===== config.mk =====
export PLATFORM = sky130hd
export DESIGN_NAME = mlaccel_smem_responder_flat
export DESIGN_NICKNAME = d
export VERILOG_FILES = /design/src/rtl/mlaccel_smem_responder_if.sv /design/src/rtl/mlaccel_smem_responder.sv /design/src/flat_wrapper.sv
export SDC_FILE = /design/constraint.sdc
export NUM_CORES = 1
export LEC_CHECK = 0
export BUFFER_PORTS_ARGS = -buffer_cell sky130_fd_sc_hd__buf_2
export CAP_MARGIN = 20
export CORE_UTILIZATION = 30
export DETAILED_ROUTE_END_ITERATION = 10
export SLEW_MARGIN = 20
export SYNTH_ARGS = -nofsm -noshare
export SYNTH_HDL_FRONTEND = slang
export SYNTH_SLANG_ARGS = --single-unit
export TNS_END_PERCENT = 10

===== constraint.sdc =====
create_clock -name clock -period 5.8 [get_ports clock]
set_input_delay 0.87 -clock clock [delete_from_list [all_inputs] [get_ports clock]]
set_output_delay 0.87 -clock clock [all_outputs]
set_load 0.01 [all_outputs]

===== src/rtl/mlaccel_smem_responder_if.sv =====
// Signal bundle between the smem responder, its two requesters (sequencer fetch
// port and host/SPI bridge) and the 16-bit smem RAM macro.
interface mlaccel_smem_responder_if #(
    parameter int unsigned ADDR_BITS = 16
);
    // Sequencer 32-bit fetch port
    logic                 seq_valid;
    logic                 seq_ready;
    logic [ADDR_BITS-1:0] seq_addr;
    logic [31:0]          seq_data;

    // Host 16-bit read/write port
    logic                 host_valid;
    logic                 host_ready;
    logic                 host_write;
    logic [ADDR_BITS-1:0] host_addr;
    logic [15:0]          host_wdata;
    logic [15:0]          host_rdata;

    // smem RAM macro port
    logic [ADDR_BITS-1:0] mem_addr;
    logic                 mem_wen;
    logic [15:0]          mem_wdata;
    logic [15:0]          mem_rdata;

    // Responder side
    modport slave (
        input  seq_valid, seq_addr,
        input  host_valid, host_write, host_addr, host_wdata,
        input  mem_rdata,
        output seq_ready, seq_data,
        output host_ready, host_rdata,
        output mem_addr, mem_wen, mem_wdata
    );

    // Requester side plus RAM model
    modport master (
        output seq_valid, seq_addr,
        output host_valid, host_write, host_addr, host_wdata,
        output mem_rdata,
        input  seq_ready, seq_data,
        input  host_ready, host_rdata,
        input  mem_addr, mem_wen, mem_wdata
    );
endinterface


===== src/rtl/mlaccel_smem_responder.sv =====
// smem responder: serves 32-bit sequencer fetches as two consecutive 16-bit RAM
// reads and shares the RAM with a 16-bit host read/write port through a registered
// arbiter FSM. All outputs, including the RAM port, come straight from flops.
module mlaccel_smem_responder #(
    parameter int unsigned ADDR_BITS       = 16,
    parameter bit          ARB_ROUND_ROBIN = 1'b1
) (
    input logic                     clock,
    input logic                     reset,
    mlaccel_smem_responder_if.slave bus
);

    typedef enum logic [2:0] {
        StIdle,
        StSLo,
        StSHi,
        StSCap,
        StSDone,
        StHRd,
        StHCap,
        StHDone
    } state_t;

    state_t               state_q;
    logic                 last_seq_q;   // 1: most recent grant went to the sequencer
    logic [ADDR_BITS-1:0] addr_q;       // fetch address latched at grant
    logic [15:0]          lo_q;         // low half of the fetch, waiting for the high half
    logic [ADDR_BITS-1:0] mem_addr_q;
    logic                 mem_wen_q;
    logic [15:0]          mem_wdata_q;
    logic                 seq_ready_q;
    logic [31:0]          seq_data_q;
    logic                 host_ready_q;
    logic [15:0]          host_rdata_q;
    logic                 grant_seq;
    logic                 grant_host;

    // Arbitration: a lone requester wins; on a tie round-robin flips away from the
    // last grant, otherwise the host wins.
    always_comb begin
        grant_seq  = 1'b0;
        grant_host = 1'b0;
        if (bus.seq_valid && bus.host_valid) begin
            if (ARB_ROUND_ROBIN && !last_seq_q) begin
                grant_seq = 1'b1;
            end else begin
                grant_host = 1'b1;
            end
        end else begin
            grant_seq  = bus.seq_valid;
            grant_host = bus.host_valid;
        end
    end

    // Arbiter/sequencing FSM with registered RAM port and response outputs.
    always_ff @(posedge clock) begin
        if (reset) begin
            state_q      <= StIdle;
            last_seq_q   <= 1'b0;
            addr_q       <= '0;
            lo_q         <= '0;
            mem_addr_q   <= '0;
            mem_wen_q    <= 1'b0;
            mem_wdata_q  <= '0;
            seq_ready_q  <= 1'b0;
            seq_data_q   <= '0;
            host_ready_q <= 1'b0;
            host_rdata_q <= '0;
        end else begin
            // Pulses last exactly one cycle unless a state re-asserts them.
            mem_wen_q    <= 1'b0;
            seq_ready_q  <= 1'b0;
            host_ready_q <= 1'b0;
            unique case (state_q)
                StIdle: begin
                    if (grant_seq) begin
                        last_seq_q <= 1'b1;
                        addr_q     <= bus.seq_addr;
                        mem_addr_q <= bus.seq_addr;
                        state_q    <= StSLo;
                    end else if (grant_host) begin
                        last_seq_q <= 1'b0;
                        mem_addr_q <= bus.host_addr;
                        if (bus.host_write) begin
                            // Write completes in the very next cycle alongside its ready.
                            mem_wdata_q  <= bus.host_wdata;
                            mem_wen_q    <= 1'b1;
                            host_ready_q <= 1'b1;
                            state_q      <= StHDone;
                        end else begin
                            state_q <= StHRd;
                        end
                    end
                end
                StSLo: begin
                    mem_addr_q <= addr_q + ADDR_BITS'(1);
                    state_q    <= StSHi;
                end
                StSHi: begin
                    lo_q    <= bus.mem_rdata;
                    state_q <= StSCap;
                end
                StSCap: begin
                    seq_data_q  <= {bus.mem_rdata, lo_q};
                    seq_ready_q <= 1'b1;
                    state_q     <= StSDone;
                end
                StSDone: state_q <= StIdle;
                StHRd:   state_q <= StHCap;
                StHCap: begin
                    host_rdata_q <= bus.mem_rdata;
                    host_ready_q <= 1'b1;
                    state_q      <= StHDone;
                end
                StHDone: state_q <= StIdle;
                default: state_q <= StIdle;
            endcase
        end
    end

    assign bus.mem_addr   = mem_addr_q;
    assign bus.mem_wen    = mem_wen_q;
    assign bus.mem_wdata  = mem_wdata_q;
    assign bus.seq_ready  = seq_ready_q;
    assign bus.seq_data   = seq_data_q;
    assign bus.host_ready = host_ready_q;
    assign bus.host_rdata = host_rdata_q;

endmodule


===== src/flat_wrapper.sv =====
// flat-port wrapper written by rule: the top's interface ports become plain ports
module mlaccel_smem_responder_flat 
#(
    parameter int unsigned ADDR_BITS       = 16,
    parameter bit          ARB_ROUND_ROBIN = 1'b1
)
  (clock, reset, bus_seq_valid, bus_seq_addr, bus_host_valid, bus_host_write, bus_host_addr, bus_host_wdata, bus_mem_rdata, bus_seq_ready, bus_seq_data, bus_host_ready, bus_host_rdata, bus_mem_addr, bus_mem_wen, bus_mem_wdata);
  mlaccel_smem_responder_if #(.ADDR_BITS(ADDR_BITS)) bus_i ();
  input logic clock;
  input logic reset;
  input wire logic [$bits(bus_i.seq_valid)-1:0] bus_seq_valid;
  input wire logic [$bits(bus_i.seq_addr)-1:0] bus_seq_addr;
  input wire logic [$bits(bus_i.host_valid)-1:0] bus_host_valid;
  input wire logic [$bits(bus_i.host_write)-1:0] bus_host_write;
  input wire logic [$bits(bus_i.host_addr)-1:0] bus_host_addr;
  input wire logic [$bits(bus_i.host_wdata)-1:0] bus_host_wdata;
  input wire logic [$bits(bus_i.mem_rdata)-1:0] bus_mem_rdata;
  output wire logic [$bits(bus_i.seq_ready)-1:0] bus_seq_ready;
  output wire logic [$bits(bus_i.seq_data)-1:0] bus_seq_data;
  output wire logic [$bits(bus_i.host_ready)-1:0] bus_host_ready;
  output wire logic [$bits(bus_i.host_rdata)-1:0] bus_host_rdata;
  output wire logic [$bits(bus_i.mem_addr)-1:0] bus_mem_addr;
  output wire logic [$bits(bus_i.mem_wen)-1:0] bus_mem_wen;
  output wire logic [$bits(bus_i.mem_wdata)-1:0] bus_mem_wdata;
  assign bus_i.seq_valid = bus_seq_valid;
  assign bus_i.seq_addr = bus_seq_addr;
  assign bus_i.host_valid = bus_host_valid;
  assign bus_i.host_write = bus_host_write;
  assign bus_i.host_addr = bus_host_addr;
  assign bus_i.host_wdata = bus_host_wdata;
  assign bus_i.mem_rdata = bus_mem_rdata;
  assign bus_seq_ready = bus_i.seq_ready;
  assign bus_seq_data = bus_i.seq_data;
  assign bus_host_ready = bus_i.host_ready;
  assign bus_host_rdata = bus_i.host_rdata;
  assign bus_mem_addr = bus_i.mem_addr;
  assign bus_mem_wen = bus_i.mem_wen;
  assign bus_mem_wdata = bus_i.mem_wdata;
  mlaccel_smem_responder #(.ADDR_BITS(ADDR_BITS), .ARB_ROUND_ROBIN(ARB_ROUND_ROBIN)) u_core (.clock(clock), .reset(reset), .bus(bus_i));
endmodule

==> metrics.cfg <==
[outcome]
status = complete, no violations

[floorplan]
rows = 46
die_h_um = 129
die_w_um = 129
start_util_pct = 30.6
core_region_area_um2 = 15800
ios = 152
dieArea_um2 = 16700

[finish]
instances_no_fill = 956
syn_to_final_growth_pct = 31.5
num-nets-final = 804
diodes = 0
post-route-cell-area_um2 = 6380
drive_gt1_share_pct = 26.8
final_util_pct = 40.3

[synth]
synthDominantCellAreaShare_pct = 49.1
synth_top_area_cell = dfxtp_1
ys_seq_area_share_pct = 49.1
synth_warnings = 0
synth-seq-cells = 119
synth_common_cells = nand2_1 (168), dfxtp_1 (119), a21oi_1 (91), clkbuf_1 (30), nor2_1 (30)
synth_most_common_cell = nand2_1
synthArstFlopShare_pct = 0
synth_edf_count = 0
ys_types = 44
synthFlopType = dfxtp_1
syn_avg_cell_area_um2 = 8.19
synthCells = 592
synth_area_leaders = dfxtp_1 (49%), nand2_1 (13%), a21oi_1 (9.4%)
syn_area_um2 = 4850
synth_nets = 667

[drt]
wirelength_um = 13000
drt_pass1_iterations = 5
drc = 0
vias = 4466
drt_iter0_drc = 231
antenna_left = 0
vias_per_cell = 4.67
avgRoutedWirePerCell_um = 13.5

[worst_setup_path]
cp-start-kind = register
r2r_setup_slack_ns = 3.40
critical_path.endpoint_type = register
cpPeakStageDelay_ns = 0.65
worstPathMaxFanout = 18
cp.required_ns = 6.08
crit_path_cell_trace = inv_1, ha_1, nor3b_2, or3_1, a2111oi_0, nor3_1
worstRegToRegCells = 6
critPathArrivalTime_ns = 2.68
critPathSlowestCell = or3_1
r2r_start = u_core.state_q[0]
worst-setup-path-type = reg -> reg
r2r_end = u_core.bus.mem_addr[15]

[clock_network]
tritoncts = yes
clock_path_buffers = 2
numCtsBuffers = 17
cts-resized-gates = 0
h-tree-depth = 4
cts_sinks = 119
clk_pin_slew_ns = 0.05
post_cts.repair.setup_buffers = 0
cts-root-buf = clkbuf_16
ctsHoldBuffers = 0
insertion_delay_ns = 0.41

[grt]
overflow = 0
grt_antenna_before_repair = 0
grt_max_degree = 80
grt_usage_pct = 16.1
first_global_vias = 4137
grt_pass1_wl_um = 20800

[place]
dp.cells = 926
place.gp.congestion = 0.748
dp_slack_ns = 3.29
place.port_buffers = 151
hpwl_um = 8750
place_area_um2 = 5770

[hold_path]
hp-start = u_core.lo_q[8]
min_path_type = reg -> reg
min_to = u_core.bus.seq_data[8]
hold_depth = 2

[job]
cap_violations = 0

[timing]
worst_hold_slack_ns = 0.448
finalSetupTns_ns = 0
slew_headroom_pct = 43.2
rsz0062_at_grt = false
finalSetupViolations = 0
finClkSkew_ns = 0.0110
fin_crit_ns = 2.40
hold_viol = 0
timing.final.crit_share_pct = 41.4
max_slew.worst_pin.slew_ns = 0.852
max_freq_ghz = 0.416
fin_ws_ns = 3.40
drv_slew = 0

[power]
power_mw = 2.89
ir_worst_vdd_uv = 206
powerDensity_nw_per_um2 = 453
power.leakage_nw = 2.74

critical path: cells and delay by family (launching register included):
family          cells  cell delay, ns
flops               1            0.37
buf+inv             1            0.10
fa+ha+maj           1            0.26
compound gates      1            0.57
simple gates        3            0.97
cells by family (layout without fill, tap and decap cells):
family / after synthesis / in the layout / synth area share (%)
xor+xnor: 5 / 5 / 0.903
flops: 119 / 119 / 49.1
mux: 31 / 31 / 6.55
compound gates: 127 / 127 / 15.3
fa+ha+maj: 6 / 6 / 1.55
buf+inv: 49 / 197 / 4.00
simple gates: 255 / 255 / 22.5
placed cells by master, fill, tap and decap left out, types with 11 or more instances in the layout:
| master | count |
|---|---|
| nor2_1 | 30 |
| a21oi_1 | 91 |
| mux2i_1 | 25 |
| buf_2 | 150 |
| dfxtp_1 | 119 |
| nand3_1 | 11 |
| nand2_1 | 168 |
| clkbuf_16 | 17 |
registers in the layout (all words and copies together) (netlist names):
signal and flops:
u_core.bus.seq_ready 1, u_core.bus.mem_wen 1, u_core.bus.host_rdata 16, u_core.addr_q 16
u_core.bus.seq_data 32, u_core.state_q 3, u_core.bus.host_ready 1, u_core.lo_q 16
u_core.bus.mem_addr 16, u_core.bus.mem_wdata 16, u_core.last_seq_q 1
power by group:
group,switching [mW],internal (mW)
clock,0.377,0.696
combinational,0.470,0.296
sequential,0.0947,0.952
total,0.943,1.94
layout make-up:
class / count / area (um2)
repair buffers: 158 / 811
well taps: 216 / 270
clock inverters: 10 / 148
multi-input cells: 424 / 2280
inverters: 9 / 33.8
flip-flops and latches: 119 / 2380
fillers: 1654 / 9450
clock buffers: 20 / 457
per-layer routing:
layer / routed length (um) / up-vias / GRT usage (%)
met5: 0 / - / 0
met3: 800 / 11 / 5.45
met2: 5730 / 140 / 24.7
met1: 6300 / 2029 / 21.1
met4: 120 / 0 / 5.19
li1: - / 2286 / -
worst max path at each step:
stage                            from                 endpoint  slack, ns  depth (start not counted)
floorplan               bus_seq_valid   u_core.bus.mem_addr[1]       3.77                          5
global placement       bus_host_valid  u_core.bus.mem_addr[15]       3.28                          5
detailed placement     bus_host_valid  u_core.bus.mem_addr[15]       3.29                          5
CTS                 u_core.state_q[0]  u_core.bus.mem_addr[15]       3.41                          6
global route        u_core.state_q[0]  u_core.bus.mem_addr[15]       3.19                          6
finish              u_core.state_q[0]  u_core.bus.mem_addr[15]       3.40                          6
(Power assumes the default switching activity.)
